$ cat src/rtl/univ_shift_reg_pkg.sv
// Shared mode codes and drain-tracker state encoding for univ_shift_reg.
// Pure definitions: no latency, no backpressure.
`timescale 1ns/1ps
package univ_shift_reg_pkg;

  localparam logic [1:0] MODE_HOLD = 2'b00;
  localparam logic [1:0] MODE_SHR  = 2'b01;
  localparam logic [1:0] MODE_SHL  = 2'b10;
  localparam logic [1:0] MODE_LOAD = 2'b11;

  typedef enum logic [1:0] {
    ST_IDLE    = 2'd0,
    ST_LOADED  = 2'd1,
    ST_DRAINED = 2'd2
  } state_t;

  function automatic logic is_shift_mode(input logic [1:0] mode);
    return (mode == MODE_SHR) || (mode == MODE_SHL);
  endfunction

endpackage

$ cat src/rtl/univ_shift_reg_sat_counter.sv
// Up-counter with synchronous clear that sticks at MAX; 1-cycle latency.
// No backpressure: iInc at MAX is simply absorbed.
`timescale 1ns/1ps
module sat_counter #(
  parameter int MAX = 8,
  parameter int W   = $clog2(MAX + 1)
) (
  input  logic         iclk,
  input  logic         irst,
  input  logic         iClr,
  input  logic         iInc,
  output logic [W-1:0] oCnt,
  output logic         oMax
);

  localparam logic [W-1:0] MAX_V = W'(MAX);

  assign oMax = (oCnt == MAX_V);

  always_ff @(posedge iclk) begin
    if (irst) begin
      oCnt <= '0;
    end else if (iClr) begin
      oCnt <= '0;
    end else if (iInc && !oMax) begin
      oCnt <= oCnt + 1'b1;
    end
  end

endmodule

$ cat src/rtl/univ_shift_reg.sv
// WIDTH-bit hold/shift/rotate/load register with a drain tracker; all outputs 1-cycle, oQN combinational.
// No backpressure: iEn=0 freezes data, count and state; oDone is a single-cycle pulse.
`timescale 1ns/1ps
module univ_shift_reg
  import univ_shift_reg_pkg::*;
#(
  parameter int               WIDTH     = 8,
  parameter logic [WIDTH-1:0] RESET_VAL = '0,
  parameter bit               ROTATE    = 1'b0,
  localparam int              CW        = $clog2(WIDTH + 1)
) (
  input  logic             iclk,
  input  logic             irst,
  input  logic             iEn,
  input  logic [1:0]       iMode,
  input  logic             iSR,
  input  logic             iSL,
  input  logic [WIDTH-1:0] iD,
  output logic [WIDTH-1:0] oQ,
  output logic [WIDTH-1:0] oQN,
  output logic             oSO,
  output logic [CW-1:0]    oCnt,
  output logic             oBusy,
  output logic             oDone
);

  localparam logic [CW-1:0] LAST_SHIFT = CW'(WIDTH - 1);

  state_t state;
  logic   do_shr, do_shl, do_load, do_shift;
  logic   fill_r, fill_l;
  logic   cnt_max;

  assign do_load  = iEn && (iMode == MODE_LOAD);
  assign do_shr   = iEn && (iMode == MODE_SHR);
  assign do_shl   = iEn && (iMode == MODE_SHL);
  assign do_shift = iEn && is_shift_mode(iMode);

  assign fill_r = ROTATE ? oQ[0]       : iSR;
  assign fill_l = ROTATE ? oQ[WIDTH-1] : iSL;

  assign oQN = ~oQ;

  always_ff @(posedge iclk) begin
    if (irst) begin
      oQ  <= RESET_VAL;
      oSO <= 1'b0;
    end else if (do_load) begin
      oQ  <= iD;
    end else if (do_shr) begin
      oQ  <= {fill_r, oQ[WIDTH-1:1]};
      oSO <= oQ[0];
    end else if (do_shl) begin
      oQ  <= {oQ[WIDTH-2:0], fill_l};
      oSO <= oQ[WIDTH-1];
    end
  end

  // Only shifts of a freshly loaded word are counted; the count then parks at WIDTH.
  sat_counter #(.MAX(WIDTH), .W(CW)) u_cnt (
    .iclk (iclk),
    .irst (irst),
    .iClr (do_load),
    .iInc (do_shift && (state == ST_LOADED) && !cnt_max),
    .oCnt (oCnt),
    .oMax (cnt_max)
  );

  always_ff @(posedge iclk) begin
    if (irst) begin
      state <= ST_IDLE;
      oBusy <= 1'b0;
      oDone <= 1'b0;
    end else begin
      oDone <= 1'b0;
      case (state)
        ST_IDLE, ST_DRAINED: begin
          if (do_load) begin
            state <= ST_LOADED;
            oBusy <= 1'b1;
          end
        end
        ST_LOADED: begin
          if (!do_load && do_shift && (oCnt == LAST_SHIFT)) begin
            state <= ST_DRAINED;
            oBusy <= 1'b0;
            oDone <= 1'b1;
          end
        end
        default: begin
          state <= ST_IDLE;
          oBusy <= 1'b0;
        end
      endcase
    end
  end

endmodule

$ cat config.mk
export PLATFORM = sky130hd
export DESIGN_NAME = univ_shift_reg
export DESIGN_NICKNAME = d
export VERILOG_FILES = /design/src/rtl/univ_shift_reg_pkg.sv /design/src/rtl/univ_shift_reg_sat_counter.sv /design/src/rtl/univ_shift_reg.sv
export SDC_FILE = /design/constraint.sdc
export NUM_CORES = 1
export LEC_CHECK = 0
export ABC_AREA = 1
export CORE_MARGIN = 2
export CORE_UTILIZATION = 46
export CTS_CLUSTER_DIAMETER = 100
export DETAILED_ROUTE_END_ITERATION = 7
export PLACE_DENSITY_LB_ADDON = 0.25
export SETUP_SLACK_MARGIN = 0.2
export SLEW_MARGIN = 25
export SYNTH_ARGS = -nofsm -noshare
export SYNTH_HDL_FRONTEND = slang
export SYNTH_SLANG_ARGS = --single-unit
$ cat constraint.sdc
create_clock -name iclk -period 3.35 [get_ports iclk]
set_clock_uncertainty 0.05 [all_clocks]
set_input_delay 0.335 -clock iclk [delete_from_list [all_inputs] [get_ports iclk]]
set_output_delay 0.335 -clock iclk [all_outputs]
set_load 0.05 [all_outputs]
==> results of run 1 <==
per-stage QoR:
stage          hold slack (ns)  total power [uW]
6_report                 0.461               526
5_1_grt                  0.505               552
4_1_cts                  0.465               527
3_5_place_dp             0.450               401
3_3_place_gp             0.446               399
2_1_floorplan            0.354               337
registers in the layout, summed over array words and instances (netlist names):
signal      flops
oSO             1
oBusy           1
u_cnt.oCnt      4
oQ              8
state           1
oDone           1
cell type report:
cell class | instances | share of cell area (%)
multi-input cells | 120 | 39.6
flip-flops and latches | 16 | 22.8
inverters | 23 | 6.16
well taps | 27 | 2.41
clock buffers | 4 | 2.59
repair buffers | 37 | 26.4
cell usage in the layout (no fill, tap or decap), drive strengths merged:
cell | synthesis | routed
nand2 | 45 | 45
nor2 | 35 | 35
clkdlybuf4s50 | 0 | 37
nand4 | 1 | 1
dfxtp | 16 | 16
ha | 5 | 5
nand3 | 8 | 8
o21ai | 20 | 20
a21oi | 5 | 5
clkbuf | 0 | 4
nor3 | 1 | 1
inv | 23 | 23
worst max-delay path by stage:
| stage | startpoint | to | depth (start not counted) |
|---|---|---|---|
| after detailed placement | iMode[0] | u_cnt.oCnt[1] | 9 |
| after floorplan | u_cnt.oCnt[0] | u_cnt.oCnt[1] | 6 |
| after CTS | u_cnt.oCnt[2] | oCnt[2] | 1 |
| final | u_cnt.oCnt[2] | oCnt[2] | 1 |
| after global placement | iMode[0] | u_cnt.oCnt[1] | 9 |
| after global routing | u_cnt.oCnt[2] | oCnt[2] | 1 |
per-layer routing:
layer	GRT usage [%]	routed length [um]
met2	37.1	1190
met3	5.95	166
met1	24.9	1060
met4	4.50	21
met5	0	0
power breakdown:
part | internal [uW] | total [uW] | switching [uW]
sequential | 201 | 212 | 11.1
clock | 66.2 | 129 | 62.4
combinational | 66.4 | 186 | 119
cells by family after synthesis:
| kind of cell | after synthesis | synth area share [%] |
|---|---|---|
| buf+inv | 26 | 12.1 |
| compound gates | 25 | 12.9 |
| simple gates | 90 | 36.6 |
| fa+ha+maj | 5 | 6.28 |
| flops | 16 | 32.2 |
==> out/metrics.csv, run 1 <==
stage,metric,value,unit
clock_tree,numCtsBuffers,3,
final_layout,stdcell_area,1400,um^2
clock_tree,clockRootBuffer,clkbuf_4,
clock_tree,cts_tree,yes,
drt,ant_nets,0,
worst_setup_path,r2r_slack,1.94,ns
worst_setup_path,worstSetupPathType,flip-flop to primary output,
synthesis,ys.flop_type,dfxtp_1,
worst_setup_path,cpPeakStageDelay,0.85,ns
floorplan,die-area,2550,um^2
floorplan,rows,16,
final_layout,final_nets,221,
clock_tree,clkLatencyLatePin,0.29,ns
final_layout,fill_cells,187,
worst_setup_path,crit_slowest_cell,clkdlybuf4s50_1,
floorplan,die_h,50.5,um
pwr,p_per_area,375,nW/um^2
synthesis,ys_seq_area_share,32.2,%
worst_hold_path,min_from,state[1],
pwr,leakage,0.000627,uW
grt,overflow,0,
floorplan,core_area,2000,um^2
drt,drt_pass1_iterations,4,
final_layout,multi_input_area,556,um^2
drt,routedWlPerCell,10.7,um
synthesis,ys_types,16,
sta,finalCritPeriodShare,59.1,%
floorplan,io_pins,38,
sta,hold_viol_final,0,
final_layout,antennaDiodeCount,0,
floorplan,floorplan.initialDensity,49.7,%
final_layout,synthToLayoutAreaGrowth,40.8,%
sta,relSlewSlack,66.0,%
sta,rsz0062_at_grt,false,
synthesis,avgSynthCellArea,6.15,um^2
worst_setup_path,ff2ff_path_depth,6,
sta,setup_viol,0,
flow_run,drv_cap,0,
clock_tree,post-cts-setup-buffers,0,
drt,wl,2.44,mm
drt,viasPerCell,5.03,
sta,setup-tns-final,0,ns
clock_tree,cts_hold_buf,0,
grt,grt_usage,20.9,%
worst_hold_path,holdCritPathClass,flip-flop to flip-flop,
worst_hold_path,hold_depth,2,
worst_setup_path,reg2reg_from,u_cnt.oCnt[0],
grt,antenna_found_initial,0,
grt,grt_pass1_vias,1033,
worst_hold_path,min_to,state[1],
clock_tree,clock_sinks,16,
final_layout,fin_cells,227,
drt,drc_errors,0,
drt,dr_total_vias,1142,
worst_setup_path,critical_path_required,2.96,ns
sta,slew_violations,0,
synthesis,syn_inst,162,
synthesis,syn-num-nets,182,
sta,finalWorstSetupSlack,1.37,ns
synthesis,yosys.cell_count.top_type,nand2_1,
place,dp_hpwl,1.82,mm
final_layout,layout-drive-gt1-share,4.50,%
clock_tree,path_clk_slew,0.09,ns
grt,grt_start_max_net_pins,20,
worst_setup_path,worst-path-buf-inv,1,
synthesis,yosys-top-cells-area,"dfxtp_1 32%, nand2_1 16%, nor2_1 13%",
synthesis,netlist_area,996,um^2
sta,min_period,1.98,ns
clock_tree,cts_htree_levels,1,
worst_setup_path,r2r_end,u_cnt.oCnt[1],
worst_setup_path,crit_chain,clkdlybuf4s50_1,
synthesis,synth_commonest_cells,"42 x nand2_1, 35 x nor2_1, 22 x inv_1, 16 x dfxtp_1, 16 x o21ai_0",
synthesis,synth_seq_cells,16,
synthesis,synth_edf_count,0,
synthesis,synth.top_cell.area_share,32.2,%
worst_setup_path,cp-end-kind,primary output,
synthesis,synth.largest_area_cell,dfxtp_1,
worst_setup_path,cp-start-kind,flip-flop,
place,place_area,1370,um^2
synthesis,async_flop_share,0,%
worst_setup_path,crit_arrival,1.60,ns
worst_setup_path,crit_family,buffers and inverters,
synthesis,yosysWarnings,0,
clock_tree,ctsResizeCount,0,
place,dp_cells,223,
place,gp_congestion,0.757,
worst_setup_path,path_max_fanout,7,
grt,grt_first_pass_wirelength,4.17,mm
final_layout,seqCellArea,320,um^2
status,status,"finished, final reports clean",
place,dp_slack,1.31,ns
drt,drt_iter0_drc,9,
clock_tree,cts_buffer_depth,2,
pwr,power.ir.vdd_worst,0.233,mV
final_layout,fin_util,70.1,%
place,io_buffers,37,
floorplan,die_w,50.5,um
sta,clock.fmax,505,MHz
sta,worst_slew_pin_slew,0.509,ns
No activity file was read; power rests on OpenSTA's default activity.
==> run 2, diff against run 1 <==
Settings changed: CORE_UTILIZATION 46 to 39.
Clock period 3.35 ns to 1.7 ns, I/O delays scaled along.
==> run 2 against run 1 <==
- clock power increased by 100%
- utilization is 11 points lower
- sequential power up 100%
- combinational power is 100% higher
- first-iteration DRC count grew to 2.9 times the previous value
- worst hold slack worse by 0.074 ns
- global-route usage is 1.9 points lower
- clock-buffer cell count unchanged
- power increased by 100%
- routed wire length rose by 7.9%
- cell area up 4.1%
- largest cell class unchanged
- largest power group unchanged
==> out/metrics.csv, run 2 (synthesized netlist as in run 1, its figures left out) <==
stage,metric,value,unit
status,status,"finished, final reports clean",
grt,antenna_found_initial,0,
drt,ant_nets,0,
final_layout,largest_register,oQ,
floorplan,die_w,54.5,um
final_layout,synthToLayoutAreaGrowth,46.6,%
pwr,power.ir.vdd_worst,0.425,mV
sta,setup_viol,0,
flow_run,drv_cap,0,
final_layout,seqCellArea,330,um^2
final_layout,final_common_cell,nand2_1,
place,place_area,1390,um^2
worst_setup_path,cp-end-kind,flip-flop,
worst_setup_path,crit_arrival,1.61,ns
clock_tree,path_clk_slew,0.10,ns
floorplan,io_pins,38,
drt,dr_total_vias,1160,
sta,min_period,1.42,ns
final_layout,layout_common_cells,"42 x nand2_1, 32 x nor2_1, 26 x buf_4",
clock_tree,cts_tree,yes,
clock_tree,clkLatencyLatePin,0.29,ns
clock_tree,numCtsBuffers,3,
worst_setup_path,worstSetupPathType,primary input to flip-flop,
drt,wl,2.63,mm
worst_setup_path,reg2reg_from,u_cnt.oCnt[1],
place,dp_hpwl,1.99,mm
worst_setup_path,r2r_end,u_cnt.oCnt[1],
grt,grt_pass1_vias,993,
clock_tree,clock_sinks,16,
place,gp_congestion,0.781,
final_layout,fin_util,59.5,%
final_layout,largest_register_ffs,8,
place,io_buffers,37,
floorplan,core_area,2450,um^2
sta,hold_viol_final,0,
pwr,leakage,0.000686,uW
clock_tree,cts_buffer_depth,2,
sta,slew_violations,0,
clock_tree,cts_htree_levels,1,
sta,finalCritPeriodShare,83.7,%
sta,relSlewSlack,67.4,%
grt,grt_start_max_net_pins,18,
final_layout,antennaDiodeCount,0,
sta,worst_hold_slack,0.387,ns
grt,grt_first_pass_wirelength,4.09,mm
sta,rsz0062_at_grt,true,
worst_setup_path,cp-start-kind,primary input,
final_layout,final_nets,226,
sta,worst_slew_pin_slew,0.491,ns
floorplan,die_h,54.5,um
drt,drt_iter0_drc,26,
floorplan,die-area,2970,um^2
worst_setup_path,r2r_slack,0.44,ns
clock_tree,cts_hold_buf,0,
sta,clock.fmax,703,MHz
grt,overflow,0,
final_layout,layout-drive-gt1-share,26.3,%
worst_setup_path,ff2ff_path_depth,6,
floorplan,floorplan.initialDensity,40.6,%
pwr,p_per_area,728,nW/um^2
clock_tree,clockRootBuffer,clkbuf_4,
drt,routedWlPerCell,11.2,um
drt,viasPerCell,4.94,
final_layout,stdcell_area,1460,um^2
worst_hold_path,min_to,oDone,
drt,drt_pass1_iterations,4,
worst_setup_path,path_max_fanout,3,
final_layout,fill_cells,237,
grt,grt_usage,19.0,%
final_layout,top_regs,"oQ (8), u_cnt.oCnt (4)",
floorplan,rows,18,
drt,drc_errors,0,
worst_setup_path,critical_path_required,1.88,ns
worst_hold_path,holdCritPathClass,primary input to flip-flop,
worst_hold_path,hold_depth,5,
worst_hold_path,min_from,iMode[1],
final_layout,multi_input_area,584,um^2
[run 2: per-layer routing]
layer  global-route usage [%]  part of all wire (%)
met1                     20.8                    42
met2                     36.9                    52
met3                     2.46                   4.7
met4                     6.25                   1.2
met5                        0                     0
[run 2: repair_timing]
item                       CTS  global route
gates resized for setup      1            13
gates cloned                 0             0
buffers inserted             0             0
pin swaps                    0             4
setup endpoints to repair    1            12
[run 2: report_power, final]
| part | switching [uW] | internal (uW) | leakage [uW] |
|---|---|---|---|
| Clock | 131 | 131 | 0.0000210 |
| Sequential | 26.1 | 399 | 0.000134 |
| Combinational | 244 | 132 | 0.000531 |
[run 2: per-stage QoR]
stage	total power, uW	cells	TNS [ns]	worst slack, ns
final	1060	235	0	0.277
after CTS	1060	235	0	0.205
after floorplan	677	162	0	0.171
after global routing	1120	235	0	0.147
after global placement	795	231	-0.136	-0.0353
after detailed placement	802	231	-0.932	-0.107
[run 2: area by class of cell]
class | instances | area share [%]
multi-input cells | 120 | 40.0
repair buffers | 42 | 25.1
flip-flops and latches | 16 | 22.6
inverters | 23 | 7.20
well taps | 30 | 2.57
clock buffers | 4 | 2.49
[run 2: worst max-delay path by stage]
stage / end / from / depth (start not counted) / slack (ns)
finish: u_cnt.oCnt[3] / iMode[0] / 8 / 0.28
global route: u_cnt.oCnt[2] / iMode[0] / 9 / 0.15
CTS: oQ[2] / iMode[0] / 7 / 0.21
detailed placement: oQ[4] / iMode[0] / 7 / -0.11
global placement: u_cnt.oCnt[3] / iMode[0] / 8 / -0.04
floorplan: u_cnt.oCnt[1] / u_cnt.oCnt[1] / 6 / 0.17
[run 2: worst max-delay path, stage by stage]
cell             delay [ns]
clkdlybuf4s50_1        0.50
inv_1                  0.05
ha_1                   0.31
nor2_2                 0.14
nand2_1                0.11
nor2_2                 0.12
nand2_1                0.07
a21oi_1                0.12
==> run 3, diff against run 2 <==
Settings changed: CORE_UTILIZATION 39 to 43.
Clock period 1.7 ns to 1.5 ns, I/O delays scaled along.
==> run 3 against run 2 <==
- utilization is 11 points higher
- final cell count is 0.43% lower
- worst hold slack better by 0.016 ns
- setup slack better by 0.0042 ns
- sequential cell count stayed put
- power is 12% higher
- clock-buffer cell count stayed put
- critical path type unchanged
- largest power group unchanged
==> out/metrics.csv, run 3 (synthesized netlist as in run 1, its figures left out) <==
stage,metric,value,unit
clock_tree,cts_htree_levels,1,
drt,routedWlPerCell,10.4,um
floorplan,io_pins,38,
final_layout,largest_register,oQ,
final_layout,synthToLayoutAreaGrowth,55.9,%
drt,dr_total_vias,1115,
pwr,power.ir.vdd_worst,0.628,mV
final_layout,top_regs,"oQ (8), u_cnt.oCnt (4)",
grt,grt_pass1_vias,964,
grt,grt_usage,19.5,%
sta,clock.fmax,821,MHz
final_layout,final_common_cell,nand2_1,
drt,drt_iter0_drc,10,
worst_hold_path,hold_depth,2,
clock_tree,path_clk_slew,0.10,ns
final_layout,layout-drive-gt1-share,28.2,%
clock_tree,clockRootBuffer,clkbuf_4,
drt,ant_nets,0,
pwr,p_per_area,766,nW/um^2
grt,antenna_found_initial,0,
final_layout,stdcell_area,1550,um^2
worst_hold_path,min_from,irst,
final_layout,final_nets,227,
place,place_area,1500,um^2
pwr,leakage,0.000723,uW
drt,drt_pass1_iterations,4,
drt,wl,2.43,mm
clock_tree,cts_tree,yes,
drt,viasPerCell,4.76,
sta,setup_viol,0,
sta,relSlewSlack,81.4,%
floorplan,die_h,52.1,um
place,gp_congestion,0.773,
worst_setup_path,worstSetupPathType,primary input to flip-flop,
worst_setup_path,path_max_fanout,3,
clock_tree,clock_sinks,16,
sta,setup-tns-final,0,ns
final_layout,largest_register_ffs,8,
final_layout,fill_cells,195,
floorplan,floorplan.initialDensity,45.5,%
worst_setup_path,reg2reg_from,u_cnt.oCnt[0],
clock_tree,cts_buffer_depth,2,
final_layout,antennaDiodeCount,0,
floorplan,rows,17,
place,io_buffers,37,
final_layout,fin_util,70.9,%
drt,drc_errors,0,
final_layout,layout_common_cells,"41 x nand2_1, 33 x nor2_1, 21 x buf_4",
grt,grt_start_max_net_pins,20,
sta,hold_viol_final,0,
worst_setup_path,critical_path_required,1.66,ns
sta,rsz0062_at_grt,true,
clock_tree,clkLatencyLatePin,0.28,ns
worst_setup_path,cp-end-kind,flip-flop,
grt,overflow,0,
floorplan,die-area,2720,um^2
sta,finalCritPeriodShare,81.2,%
worst_setup_path,ff2ff_path_depth,6,
place,dp_hpwl,1.93,mm
flow_run,drv_cap,0,
sta,worst_slew_pin_slew,0.279,ns
grt,grt_first_pass_wirelength,4.03,mm
status,status,"finished, final reports clean",
sta,slew_violations,0,
clock_tree,post-cts-setup-buffers,0,
worst_hold_path,holdCritPathClass,primary input to flip-flop,
final_layout,fin_cells,234,
worst_setup_path,crit_arrival,1.38,ns
place,dp_cells,230,
worst_setup_path,r2r_slack,0.31,ns
clock_tree,numCtsBuffers,3,
worst_setup_path,crit_path_start,iEn,
floorplan,die_w,52.1,um
floorplan,core_area,2190,um^2
sta,min_period,1.22,ns
worst_setup_path,cp-start-kind,primary input,
run 3: per-stage QoR:
step / worst slack [ns] / hold slack, ns / power [uW]
2_1_floorplan: 0.172 / 0.162 / 765
3_3_place_gp: -0.304 / 0.446 / 954
3_5_place_dp: -0.350 / 0.446 / 961
4_1_cts: 0.261 / 0.387 / 1210
5_1_grt: 0.179 / 0.413 / 1250
6_report: 0.282 / 0.403 / 1190
run 3: path summary, 6_finish.rpt:
kind | end
worst max-delay path | u_cnt.oCnt[3]
worst min-delay path | oBusy
worst max register to register | u_cnt.oCnt[1]
worst min register to register | state[1]
run 3: cell type report:
| type | instances | area (um^2) | area share (%) |
|---|---|---|---|
| Clock buffer | 4 | 26.3 | 1.69 |
| Inverter | 23 | 108 | 6.93 |
| Multi-Input combinational cell | 120 | 578 | 37.2 |
| Sequential cell | 16 | 350 | 22.6 |
| Tap cell | 28 | 35.0 | 2.26 |
| Timing Repair Buffer | 43 | 455 | 29.3 |
run 3: where the power goes:
group | leakage (uW) | internal [uW] | switching (uW)
Sequential | 0.000138 | 449 | 31.8
Combinational | 0.000571 | 193 | 281
Clock | 0.0000150 | 103 | 130
Total | 0.000723 | 745 | 444
run 3: critical path, stage by stage:
cell             delay (ns)
clkdlybuf4s50_1        0.51
buf_4                  0.15
inv_1                  0.05
nor2_1                 0.12
nand2_1                0.11
nor2_2                 0.11
nand2_1                0.06
a21oi_1                0.11
run 3: timing repair:
action,4_1_cts,5_1_grt
pin swaps,2,0
endpoints found under the setup margin,15,2
hold buffers,0,0
gates resized for setup,9,2
run 3: metal layers:
metal  GRT usage (%)  vias up  share of wire [%]
met1            21.6      498                 43
met2            36.9       22                 52
met4            6.58        0               0.91
met3            3.16        4                4.2
li1                -      591                  -
met5               0        -                  0
